<file path="config.mk">
export PLATFORM = sky130hd
export DESIGN_NAME = mem_arbiter
export DESIGN_NICKNAME = d
export VERILOG_FILES = /design/src/rtl/mem_arbiter_pkg.sv /design/src/rtl/mem_arbiter.sv
export SDC_FILE = /design/constraint.sdc
export NUM_CORES = 1
export LEC_CHECK = 0
export CORE_AREA = 2 2 113 159
export DETAILED_ROUTE_END_ITERATION = 7
export DIE_AREA = 0 0 115 161
export HOLD_SLACK_MARGIN = 0.1
export PLACE_DENSITY_LB_ADDON = 0.2
export SKIP_CTS_REPAIR_TIMING = 1
export SLEW_MARGIN = 10
export SYNTH_ARGS = -nofsm -noshare
export SYNTH_HDL_FRONTEND = slang
export SYNTH_SLANG_ARGS = --single-unit
</file>
<file path="constraint.sdc">
create_clock -name clk -period 7.15 [get_ports clk]
set_input_delay 0.715 -clock clk [delete_from_list [all_inputs] [get_ports clk]]
set_output_delay 0.715 -clock clk [all_outputs]
set_load 0.01 [all_outputs]
</file>
<file path="src/rtl/mem_arbiter_pkg.sv">
// Shared types and constants for the byte-serial RAM port arbiter.
package mem_arbiter_pkg;

    localparam int ADDR_LEN = 32;
    localparam int DATA_LEN = 32;

    localparam logic [DATA_LEN-1:0] ZERO_WORD = '0;

    localparam logic ENABLE  = 1'b1;
    localparam logic DISABLE = 1'b0;

    // Arbiter FSM states
    typedef enum logic [1:0] {
        ST_IDLE   = 2'b00,
        ST_IF_RD  = 2'b01,
        ST_MEM_RD = 2'b10,
        ST_MEM_WR = 2'b11
    } state_e;

    // mem_len encodings (2'b11 behaves like a word)
    localparam logic [1:0] LEN_B = 2'b00;
    localparam logic [1:0] LEN_H = 2'b01;
    localparam logic [1:0] LEN_W = 2'b10;

    // addr[17:16] value that marks the memory-mapped IO range
    localparam logic [1:0] IO_ADDR_HI = 2'b11;

    // Instruction fetches are always a full word
    localparam logic [2:0] IF_BYTES = 3'd4;

    // Number of byte transfers for a MEM access length code
    function automatic logic [2:0] len_to_bytes(input logic [1:0] len);
        case (len)
            LEN_B:   return 3'd1;
            LEN_H:   return 3'd2;
            default: return 3'd4;
        endcase
    endfunction

endpackage

</file>
<file path="src/rtl/mem_arbiter.sv">
// Arbiter sharing one byte-wide RAM port between instruction fetch and the
// MEM stage. Each request is serialised into byte transfers; reads are
// assembled little-endian, writes are split into bytes. MEM has priority.
// Optional build macro IO_STALL_EN adds io_buffer_full back-pressure for
// byte writes into the IO range (addr[17:16] == 2'b11), with one idle gap
// cycle after each IO byte.
module mem_arbiter
    import mem_arbiter_pkg::*;
#(
    parameter int ADDR_W = ADDR_LEN,
    parameter int DATA_W = DATA_LEN
) (
    input  logic              clk,
    input  logic              rst,
    input  logic              rdy,
    input  logic              if_req,
    input  logic [ADDR_W-1:0] if_addr,
    input  logic              if_flush,
    output logic              if_done,
    output logic [DATA_W-1:0] if_data,
    input  logic              mem_req,
    input  logic              mem_we,
    input  logic [1:0]        mem_len,
    input  logic [ADDR_W-1:0] mem_addr,
    input  logic [DATA_W-1:0] mem_wdata,
    output logic              mem_done,
    output logic [DATA_W-1:0] mem_rdata,
`ifdef IO_STALL_EN
    input  logic              io_buffer_full,
`endif
    input  logic [7:0]        ram_din,
    output logic [7:0]        ram_dout,
    output logic [ADDR_W-1:0] ram_a,
    output logic              ram_wr
);

    state_e            state_q, state_d;
    logic [2:0]        cnt_q, cnt_d;
    logic [2:0]        len_q, len_d;
    logic [ADDR_W-1:0] ram_a_q, ram_a_d;
    logic [7:0]        ram_dout_q, ram_dout_d;
    logic              ram_wr_q, ram_wr_d;
    logic              if_done_q, if_done_d;
    logic              mem_done_q, mem_done_d;
    logic              gap_q, gap_d;
    logic [DATA_W-1:0] if_data_q, if_data_d;
    logic [DATA_W-1:0] mem_rdata_q, mem_rdata_d;
    logic [DATA_W-1:0] asm_q, asm_d;
    logic [DATA_W-1:0] wdata_q, wdata_d;

    logic grant_mem;
    logic grant_if;
    logic rd_last;
    logic wr_last;
    logic stall;
    logic gap_take;

    // A requester is not re-granted while its own done pulse is still high
    assign grant_mem = (state_q == ST_IDLE) && mem_req && !mem_done_q;
    assign grant_if  = (state_q == ST_IDLE) && !grant_mem && if_req
                       && !if_flush && !if_done_q;

    // Read finishes on the edge that captures the last byte; write finishes
    // on the edge after the last byte was presented
    assign rd_last = (cnt_q == len_q);
    assign wr_last = (cnt_q == (len_q - 3'd1));

`ifdef IO_STALL_EN
    logic io_byte;
    assign io_byte  = (state_q == ST_MEM_WR) && !gap_q
                      && (ram_a_q[17:16] == IO_ADDR_HI);
    assign stall    = io_byte && io_buffer_full;
    assign gap_take = io_byte && !io_buffer_full;
`else
    assign stall    = 1'b0;
    assign gap_take = 1'b0;
`endif

    // State register; rdy=0 freezes the FSM
    // NOTE: sequential state is updated with non-blocking assignments so every flop samples pre-edge values.
    always_ff @(posedge clk or negedge rst) begin
        if (!rst) begin
            state_q <= ST_IDLE;
        end else if (rdy) begin
            state_q <= state_d;
        end
    end

    // Next-state logic: grant in IDLE, finish or abort in the busy states
    // NOTE: every variable assigned in always_comb gets a default first, otherwise a latch is inferred.
    always_comb begin
        state_d = state_q;
        case (state_q)
            ST_IDLE: begin
                if (grant_mem) begin
                    state_d = mem_we ? ST_MEM_WR : ST_MEM_RD;
                end else if (grant_if) begin
                    state_d = ST_IF_RD;
                end
            end
            ST_IF_RD: begin
                if (if_flush || rd_last) begin
                    state_d = ST_IDLE;
                end
            end
            ST_MEM_RD: begin
                if (rd_last) begin
                    state_d = ST_IDLE;
                end
            end
            ST_MEM_WR: begin
                if (!stall && !gap_take && wr_last) begin
                    state_d = ST_IDLE;
                end
            end
            default: state_d = ST_IDLE;
        endcase
    end

    // Datapath/output logic: address stepping, byte assembly and splitting
    always_comb begin
        cnt_d       = cnt_q;
        len_d       = len_q;
        ram_a_d     = ram_a_q;
        ram_dout_d  = ram_dout_q;
        ram_wr_d    = ram_wr_q;
        gap_d       = gap_q;
        if_data_d   = if_data_q;
        mem_rdata_d = mem_rdata_q;
        asm_d       = asm_q;
        wdata_d     = wdata_q;
        if_done_d   = DISABLE;
        mem_done_d  = DISABLE;

        case (state_q)
            ST_IDLE: begin
                if (grant_mem) begin
                    cnt_d   = 3'd0;
                    len_d   = len_to_bytes(mem_len);
                    ram_a_d = mem_addr;
                    asm_d   = '0;
                    wdata_d = mem_wdata;
                    gap_d   = DISABLE;
                    if (mem_we) begin
                        ram_dout_d = mem_wdata[7:0];
                        ram_wr_d   = ENABLE;
                    end
                end else if (grant_if) begin
                    cnt_d   = 3'd0;
                    len_d   = IF_BYTES;
                    ram_a_d = if_addr;
                    asm_d   = '0;
                end
            end
            ST_IF_RD, ST_MEM_RD: begin
                // A flushed fetch is dropped without touching if_data
                if (!(state_q == ST_IF_RD && if_flush)) begin
                    cnt_d = cnt_q + 3'd1;
                    if ((cnt_q + 3'd1) < len_q) begin
                        ram_a_d = ram_a_q + {{(ADDR_W-1){1'b0}}, 1'b1};
                    end
                    if (cnt_q != 3'd0) begin
                        asm_d[{cnt_q - 3'd1, 3'b000} +: 8] = ram_din;
                    end
                    if (rd_last) begin
                        if (state_q == ST_IF_RD) begin
                            if_data_d = asm_d;
                            if_done_d = ENABLE;
                        end else begin
                            mem_rdata_d = asm_d;
                            mem_done_d  = ENABLE;
                        end
                    end
                end
            end
            ST_MEM_WR: begin
                if (gap_take) begin
                    ram_wr_d = DISABLE;
                    gap_d    = ENABLE;
                end else if (!stall) begin
                    gap_d = DISABLE;
                    if (wr_last) begin
                        ram_wr_d   = DISABLE;
                        mem_done_d = ENABLE;
                    end else begin
                        cnt_d      = cnt_q + 3'd1;
                        ram_a_d    = ram_a_q + {{(ADDR_W-1){1'b0}}, 1'b1};
                        ram_dout_d = wdata_q[{cnt_q + 3'd1, 3'b000} +: 8];
                        ram_wr_d   = ENABLE;
                    end
                end
            end
            default: ;
        endcase
    end

    // Datapath registers; all hold while rdy=0, including pending done pulses
    // NOTE: data registers are reset too because they drive outputs that must read 0 out of reset.
    always_ff @(posedge clk or negedge rst) begin
        if (!rst) begin
            cnt_q       <= '0;
            len_q       <= '0;
            ram_a_q     <= '0;
            ram_dout_q  <= '0;
            ram_wr_q    <= DISABLE;
            if_done_q   <= DISABLE;
            mem_done_q  <= DISABLE;
            gap_q       <= DISABLE;
            if_data_q   <= '0;
            mem_rdata_q <= '0;
            asm_q       <= '0;
            wdata_q     <= '0;
        end else if (rdy) begin
            cnt_q       <= cnt_d;
            len_q       <= len_d;
            ram_a_q     <= ram_a_d;
            ram_dout_q  <= ram_dout_d;
            ram_wr_q    <= ram_wr_d;
            if_done_q   <= if_done_d;
            mem_done_q  <= mem_done_d;
            gap_q       <= gap_d;
            if_data_q   <= if_data_d;
            mem_rdata_q <= mem_rdata_d;
            asm_q       <= asm_d;
            wdata_q     <= wdata_d;
        end
    end

    assign ram_a     = ram_a_q;
    assign ram_dout  = ram_dout_q;
    assign ram_wr    = ram_wr_q && rdy && !stall;
    assign if_done   = if_done_q;
    assign if_data   = if_data_q;
    assign mem_done  = mem_done_q;
    assign mem_rdata = mem_rdata_q;

endmodule
</file>
# [Word level (Yosys, flattened, before mapping)]
# Index checks and enable logic that the tools add are counted.
[op_classes] addsub=5 order_cmp=1 n_eq_ne=15 n_shift=3 mux=44 bitwise=2 n_reduce_logical=30
[ops] operator="32-bit 2-to-1 mux" n=9
[ops] operator="32-bit case mux with 3 select lines" n=1
[ops] operator="32-bit case mux with 2 select lines" n=1
[ops] operator="32-bit by 1-bit adder with 32-bit output, second input constant" n=1
[ops] operator="32-bit bitwise mux" n=1
[ops] operator="8-bit by 8-bit variable shift with 32-bit output, first input constant" n=1
[ops] operator="32-bit by 7-bit indexed part select with 8-bit output" n=1
[ops] operator="8-bit by 8-bit indexed part select with 32-bit output" n=1
[ops] operator="5-bit AND reduction" n=5
[ops] operator="8-bit 2-to-1 mux" n=3
[ops] operator="3-bit 2-to-1 mux" n=6
[ops] operator="2-bit != test, second input constant" n=8
[ops] operator="8-bit case mux with 2 select lines" n=1
[ops] operator="1-bit 2-to-1 mux" n=12
[ops] operator="4-bit AND reduction" n=3
[ops] operator="2-bit 2-to-1 mux" n=5
[ops] operator="3-bit case mux with 3 select lines" n=1
[ops] operator="1-bit logical AND" n=8
[ops] operator="6-bit negator with 8-bit output" n=1
[ops] operator="2-bit case mux with 4 select lines" n=1
[ops] operator="3-bit equality test" n=2
[ops] operator="3-bit case mux with 2 select lines" n=1
[ops] operator="3-bit AND reduction" n=2
[ops] operator="2-bit nonzero test" n=3
[ops] operator="13 further kinds" n=22
[word_totals] regBits=179 inputBits=113 output_inout_bits=107 wordCells=112

# [Depth between registers and ports, before layout]
# Gate-level depths: netlist of run 1.
[depth] depth_word=11 mapped_depth=12 ltp_nobuf=9

# [Worst setup path after synthesis of run 1]
# Ideal clock, no wire load.
[synth_timing] kind="register to register" from="reg cnt_q[0]" to="reg asm_q[24]" setup_ns=0.066 t_arrival_ns=3.066 t_required_ns=7.084 slack_ns=4.018 stages_incl_launch_ff=13 path_buffers=3 period_less_slack_ns=3.132 cell_sequence="dfrtp_1 -> buf_2 -> buf_2 -> inv_1 -> ha_1 -> xnor2_1 -> ha_1 -> nand3_1 -> nor3_1 -> and3b_1 -> clkbuf_1 -> a22o_1 -> a22o_1"
[synth_between] elab_chain_len=7 elab_cells_between_ends=9 classes_between="2 x add/sub; 2 x shift; 4 x mux; 1 x reduce/logical"
[synth_lines] item="start, declared" line="mem_arbiter.sv:38" rtl="logic [2:0] cnt_q, cnt_d;"
[synth_lines] item="start signal, assigned" line="mem_arbiter.sv:214" rtl="cnt_q <= cnt_d;"
[synth_lines] item="3-bit by 1-bit subtractor with 3-bit output" line="mem_arbiter.sv:163" rtl="asm_d[{cnt_q - 3'd1, 3'b000} +: 8] = ram_din;"
[synth_lines] item="6-bit negator with 8-bit output" line="mem_arbiter.sv:163"
[synth_lines] item="8-bit by 8-bit indexed part select with 32-bit output or 8-bit by 8-bit variable shift with 32-bit output (tied branches)" line="mem_arbiter.sv:163"
[synth_lines] item="32-bit bitwise mux" line="mem_arbiter.sv:163"
[synth_lines] item="32-bit 2-to-1 mux (*)" line="mem_arbiter.sv:162" rtl="if (cnt_q != 3'd0) begin"
[synth_lines] item="32-bit 2-to-1 mux (*)" line="mem_arbiter.sv:157" rtl="if (!(state_q == ST_IF_RD && if_flush)) begin"
[synth_lines] item="32-bit case mux with 2 select lines (*)" line="mem_arbiter.sv:135" rtl="case (state_q)"
[synth_lines] item="end signal, assigned" line="mem_arbiter.sv:224" rtl="asm_q <= asm_d;"
[synth_lines] item="end, declared" line="mem_arbiter.sv:48" rtl="logic [DATA_W-1:0] asm_q, asm_d;"
# Mark *: on every way between the ends. The rest lies on a longest branch, timed or not. The select of a mux whose other input is x is not followed.
# A chain may end at the register's enable or synchronous reset.

# [Final worst setup path of run 1]
[layout_timing] from="reg cnt_q[0]" to="reg asm_q[25]"
# The elaborated chain is that of the path after synthesis.

==> flow_summary.json, run 1 <==
{
  "synth-seq-area-share_pct": 49.31,
  "root_buffer": "clkbuf_16",
  "final_nets": 1226,
  "grt_overflow_total": 0,
  "crit_path_start_kind": "flip-flop",
  "r2r-end": "asm_q[25]",
  "grt_pass1_wl_um": 38010,
  "wl_per_cell_um": 17.70,
  "final.setup.tns_ns": 0,
  "min_period_ns": 4.206,
  "critPathCaptureType": "flip-flop",
  "worstPathRequired_ns": 7.52,
  "synthFlopType": "dfrtp_1",
  "peakVddDrop_mv": 0.2092,
  "cts.sinks": 179,
  "rsz0062_at_grt": "no",
  "place.gp.congestion": 0.8407,
  "critPathLaunch": "cnt_q[0]",
  "reg2reg_from": "cnt_q[0]",
  "start_util_pct": 53.07,
  "synth_edf_count": 0,
  "place_area_mm2": 0.01137,
  "setup_viol": 0,
  "grt_pass1_vias": 7598,
  "min-delay-path-class": "input pin to asynchronous set/reset pin",
  "status": "finished clean",
  "antenna_found_initial": 1,
  "cts_tree": "done",
  "final_util_pct": 70.01,
  "slowest_delay_ns": 0.97,
  "final_cells": 1316,
  "cp-endpoint": "asm_q[25]",
  "cp.depth": 9,
  "path_buf_inv": 1,
  "syn2layout_area_growth_pct": 31.91,
  "skew_ns": 0.007002,
  "cts_made_buffers": 17,
  "crit_type": "flip-flop to flip-flop",
  "p_total_mw": 4.613,
  "drtPass1Iterations": 5,
  "fp.coreArea_mm2": 0.01712,
  "numPortBuffers": 219,
  "slew_headroom_pct": 23.14,
  "die_h_um": 161,
  "final_area_mm2": 0.01198,
  "ff2ff_path_depth": 9,
  "num_vias": 7719,
  "crit_family": "simple AND/OR/NAND/NOR gates",
  "hold_viol": 0,
  "r2r_setup_slack_ns": 2.94,
  "cts.clk_slew.worst_paths_ns": 0.07,
  "ys_warn_count": 0,
  "p_leak_nw": 4.961,
  "ios": 220,
  "timing.final.crit_share_pct": 58.83,
  "crit_path_top_delay_cell": "nor3_1",
  "drive_gt1_share_pct": 10.10,
  "crit_fanout": 19,
  "dp_hpwl_um": 16290,
  "placedCellCount": 1283,
  "yosysUniqueCellTypes": 58,
  "max_freq_ghz": 0.2377,
  "synth_seq_cells": 179,
  "rows": 57,
  "netlist_instances": 914,
  "route.detailed.drc": 0,
  "wl_um": 23290,
  "avgViaCountPerCell": 5.866,
  "synth_fp_nets": 1044,
  "synth_area_mm2": 0.009084,
  "grtUsageTotal_pct": 25.89,
  "avgSynthCellArea_um2": 9.938,
  "antenna_left": 0,
  "p_per_area_mw_per_mm2": 385.0,
  "insertion_delay_ns": 0.44,
  "maxCapViolCount": 0,
  "crit_arrival_ns": 4.58,
  "htree_levels": 4,
  "die_area_mm2": 0.01852,
  "synth-async-reset-ratio_pct": 100.0,
  "die_w_um": 115,
  "grt_max_degree": 109,
  "drtIter0Drc": 448,
  "clk_path_buf_depth": 2,
  "tightest_slew_ns": 1.144,
  "slew_viol_final": 0,
  "worstPathCellList": "inv_1, ha_1, xnor2_1, ha_1, nand3_1, nor3_1, and3b_1, a22o_1, a22o_1"
}
where the power goes:
part           switching (mW)  leakage, nW  internal (mW)
clock network           0.438        0.295          0.531
logic                   0.951         2.38           1.01
registers               0.329         2.29           1.35
total                    1.72         4.96           2.89
state kept, by name, indices dropped and copies added (netlist names):
register,count
cnt_q,3
ram_dout,8
if_data,32
if_done,1
mem_rdata,32
ram_wr_q,1
state_q,2
len_q,3
mem_done,1
ram_a,32
asm_q,32
wdata_q,32
how the worst min path moves through the flow:
stage	end	slack [ns]	depth (start not counted)
2_1_floorplan	asm_q[0]	0.42	0
3_3_place_gp	wdata_q[1]	0.46	2
3_5_place_dp	mem_rdata[15]	0.47	2
4_1_cts	mem_rdata[11]	0.44	1
5_1_grt	if_data[10]	0.50	1
6_report	if_data[9]	0.41	1
routing by layer:
layer	track usage (%)	part of all wire (%)	up-vias	wire length (um)
met2	44.22	53	224	12280
li1	-	-	3695	-
met5	0	0	-	0
met1	32.39	40	3760	9285
met4	10.73	3.1	0	715
met3	4.353	4.3	40	1008
cell usage after synthesis (3+ instances only):
master	number	area (um^2)
a21oi_1	37	185.2
a22o_1	42	367.9
a22oi_1	24	180.2
a31oi_1	7	43.79
a32o_1	7	70.07
and2_1	6	37.54
and3_1	8	50.05
and4_1	5	43.79
buf_1	4	15.01
buf_2	7	35.03
clkbuf_1	53	198.9
dfrtp_1	179	4479
ha_1	17	212.7
inv_1	23	86.33
mux2_1	3	33.78
mux2_2	47	529.3
mux2i_1	14	140.1
mux4_2	8	180.2
nand2_1	143	536.8
nand2b_1	5	31.28
nand3_1	45	225.2
nand4_1	14	87.58
nor2_1	32	120.1
nor2b_1	15	93.84
nor3_1	10	50.05
nor3b_1	3	22.52
nor4_1	5	31.28
o211ai_1	4	30.03
o21ai_0	74	370.4
o21ai_1	16	80.08
o221a_1	4	45.04
o221a_2	5	56.30
or4_1	11	82.58
xor2_1	3	26.28
cell type report:
cell class                      instances  area, um^2
Clock inverter                         15       187.7
Sequential cell                       179        4479
Antenna cell                            1       2.502
Clock buffer                           17       425.4
Tap cell                              206       257.7
Fill cell                            1336        5134
Inverter                               23       86.33
Multi-Input combinational cell        645        4268
Timing Repair Buffer                  230        2276
cells by family after synthesis:
| family | Yosys count | share of synthesized area (%) |
|---|---|---|
| AO/OA/AOI/OAI | 238 | 17.38 |
| XOR/XNOR | 6 | 0.7301 |
| adder cells (fa/ha/maj) | 17 | 2.342 |
| buffers and inverters | 90 | 4.022 |
| flip-flops | 179 | 49.31 |
| multiplexers | 72 | 9.724 |
| AND/OR/NAND/NOR | 312 | 16.49 |
metrics by stage:
stage	worst slack, ns	hold WS [ns]
2_1_floorplan	4.018	0.4194
3_3_place_gp	3.094	0.4569
3_5_place_dp	2.952	0.4691
4_1_cts	2.932	0.4399
5_1_grt	2.492	0.5024
6_report	2.944	0.4051
cell usage in the layout (no fill, tap or decap), types with 23 or more instances in the layout:
master,netlist,final
mux2_2,47,47
dfrtp_1,179,179
nor2_1,32,32
inv_1,23,23
nand2_1,143,143
a22o_1,42,42
a21oi_1,37,37
clkdlybuf4s50_1,0,218
a22oi_1,24,24
nand3_1,45,43
o21ai_0,74,74
Power figures use the tool's default switching activity.
==> inputs of run 2 (changes only) <==
--- a/config.mk
+++ b/config.mk
@@ -5,9 +5,9 @@
 export SDC_FILE = /design/constraint.sdc
 export NUM_CORES = 1
 export LEC_CHECK = 0
-export CORE_AREA = 2 2 113 159
+export CORE_AREA = 2 2 117 165
 export DETAILED_ROUTE_END_ITERATION = 7
-export DIE_AREA = 0 0 115 161
+export DIE_AREA = 0 0 119 167
 export HOLD_SLACK_MARGIN = 0.1
 export PLACE_DENSITY_LB_ADDON = 0.2
 export SKIP_CTS_REPAIR_TIMING = 1
==> constraint.sdc (replaced) <==
create_clock -name clk -period 4 [get_ports clk]
set_input_delay 0.4 -clock clk [delete_from_list [all_inputs] [get_ports clk]]
set_output_delay 0.4 -clock clk [all_outputs]
set_load 0.01 [all_outputs]
==> run 2 against run 1 <==
Net effect: setup slack got worse by 2.1 ns; final area increased by 1.1%; global-route usage decreased by 1.7 points; clock skew increased by 0.0043 ns; largest power group unchanged; critical path depth decreased by 1; power increased by 79%; critical path type unchanged; clock-buffer cell count increased by 1; die area increased by 7.3%; sequential power increased by 76%; largest cell class unchanged; utilization decreased by 4.1 points.
==> flow_summary.json, run 2 (synthesis results as in run 1) <==
{
  "layout_common_cells": "218 x clkdlybuf4s50_1, 179 x dfrtp_1, 143 x nand2_1",
  "r2r_setup_slack_ns": 0.80,
  "cts.clk_slew.worst_paths_ns": 0.08,
  "crit_path_top_delay_cell": "or3_1",
  "multi_input_area_mm2": 0.004274,
  "die_w_um": 119,
  "p_per_area_mw_per_mm2": 683.1,
  "slowest_delay_ns": 0.79,
  "final_util_pct": 65.91,
  "cts_tree": "done",
  "reg2reg_from": "state_q[0]",
  "ios": 220,
  "grt_pass1_vias": 7528,
  "min-delay-path-class": "input pin to asynchronous set/reset pin",
  "dp_hpwl_um": 16580,
  "numPortBuffers": 219,
  "setup_viol": 0,
  "p_leak_nw": 5.024,
  "maxCapViolCount": 0,
  "tightest_slew_ns": 1.001,
  "drtIter0Drc": 517,
  "rsz0062_at_grt": "no",
  "cts.sinks": 179,
  "path_buf_inv": 2,
  "hold_viol": 0,
  "grtUsageTotal_pct": 24.21,
  "fillers": 1486,
  "final_nets": 1238,
  "max_freq_ghz": 0.3129,
  "crit_type": "flip-flop to flip-flop",
  "syn2layout_area_growth_pct": 33.37,
  "start_util_pct": 49.42,
  "crit_fanout": 30,
  "grt_pass1_wl_um": 38750,
  "min_period_ns": 3.196,
  "route.detailed.drc": 0,
  "status": "finished clean",
  "grt_max_degree": 94,
  "num_vias": 7726,
  "wl_um": 23500,
  "fp.coreArea_mm2": 0.01838,
  "place.gp.congestion": 0.8295,
  "grt_overflow_total": 0,
  "wl_per_cell_um": 17.22,
  "clk_path_buf_depth": 2,
  "skew_ns": 0.01130,
  "htree_levels": 4,
  "r2r-end": "ram_a[1]",
  "die_h_um": 167,
  "crit_family": "compound AO/OA/AOI/OAI gates",
  "timing.final.crit_share_pct": 79.90,
  "crit_arrival_ns": 3.51,
  "peakVddDrop_mv": 0.4219,
  "slew_headroom_pct": 32.72,
  "crit_path_start_kind": "flip-flop",
  "final.setup.tns_ns": 0,
  "insertion_delay_ns": 0.43,
  "critPathCaptureType": "flip-flop",
  "root_buffer": "clkbuf_16",
  "regArea_mm2": 0.004479,
  "final_common_cell": "clkdlybuf4s50_1",
  "ff2ff_path_depth": 8,
  "antennaDiodeCount": 0,
  "slew_viol_final": 0,
  "worstPathRequired_ns": 4.32,
  "drive_gt1_share_pct": 11.06,
  "cts_made_buffers": 17,
  "antenna_left": 0,
  "drtPass1Iterations": 5,
  "antenna_found_initial": 0,
  "die_area_mm2": 0.01987,
  "worstPathCellList": "inv_1, ha_1, o21ai_0, a21oi_1, or3_1, buf_4, a311oi_1, a21o_1",
  "rows": 59,
  "avgViaCountPerCell": 5.660
}
-- run 2: changes by cell type in the layout (fill, tap and decap cells not counted) --
cell / before / now
clkinvlp_4: 2 / 0
nor3_2: 2 / 1
diode_2: 1 / 0
inv_6: 6 / 3
buf_4: 11 / 23
bufinv_16: 2 / 1
inv_8: 2 / 4
clkinv_4: 0 / 3
clkbuf_8: 0 / 1
nor3_4: 0 / 1
-- run 2: final cells by class --
cell class | instances | share of cell area [%]
Sequential cell | 179 | 36.97
Timing Repair Buffer | 242 | 19.53
Tap cell | 244 | 2.520
Clock inverter | 14 | 1.363
Multi-Input combinational cell | 645 | 35.28
Inverter | 23 | 0.7126
Clock buffer | 18 | 3.625
-- run 2: metrics by stage --
stage	area, um^2	power (mW)	setup slack, ns	std cells	hold WS, ns
after floorplan	9084	5.165	0.8681	914	0.1044
after global placement	11510	6.489	0.7096	1333	0.4589
after detailed placement	11510	6.599	0.6127	1333	0.4693
after CTS	12120	8.309	0.7903	1365	0.09458
after global routing	12120	8.835	0.5139	1365	0.1219
final	12120	8.276	0.8041	1365	0.05560
-- run 2: worst max path at each step --
stage | start | end | cells after the start
CTS | state_q[0] | ram_a[1] | 8
floorplan | cnt_q[0] | asm_q[24] | 12
detailed placement | if_flush | ram_a[21] | 6
global route | state_q[1] | ram_a[1] | 8
global placement | if_flush | ram_a[4] | 6
finish | state_q[0] | ram_a[1] | 8
-- run 2: per-layer routing --
layer / track usage [%] / vias to the layer above / wire [um]
met5: 0 / - / 0
met4: 10.40 / 0 / 874
li1: - / 3721 / -
met1: 29.05 / 3727 / 9290
met3: 4.897 / 52 / 1003
met2: 42.03 / 226 / 12330
-- run 2: power breakdown --
group	switching [mW]	internal, mW
Combinational	1.78	1.85
Sequential	0.539	2.41
Clock	0.791	0.911
-- run 2: worst register-to-register path, stage by stage, from the launching register on --
cell and delay, ns:
dfrtp_1 0.39, inv_1 0.11, ha_1 0.71, o21ai_0 0.20
a21oi_1 0.38, or3_1 0.79, buf_4 0.28, a311oi_1 0.05
a21o_1 0.18
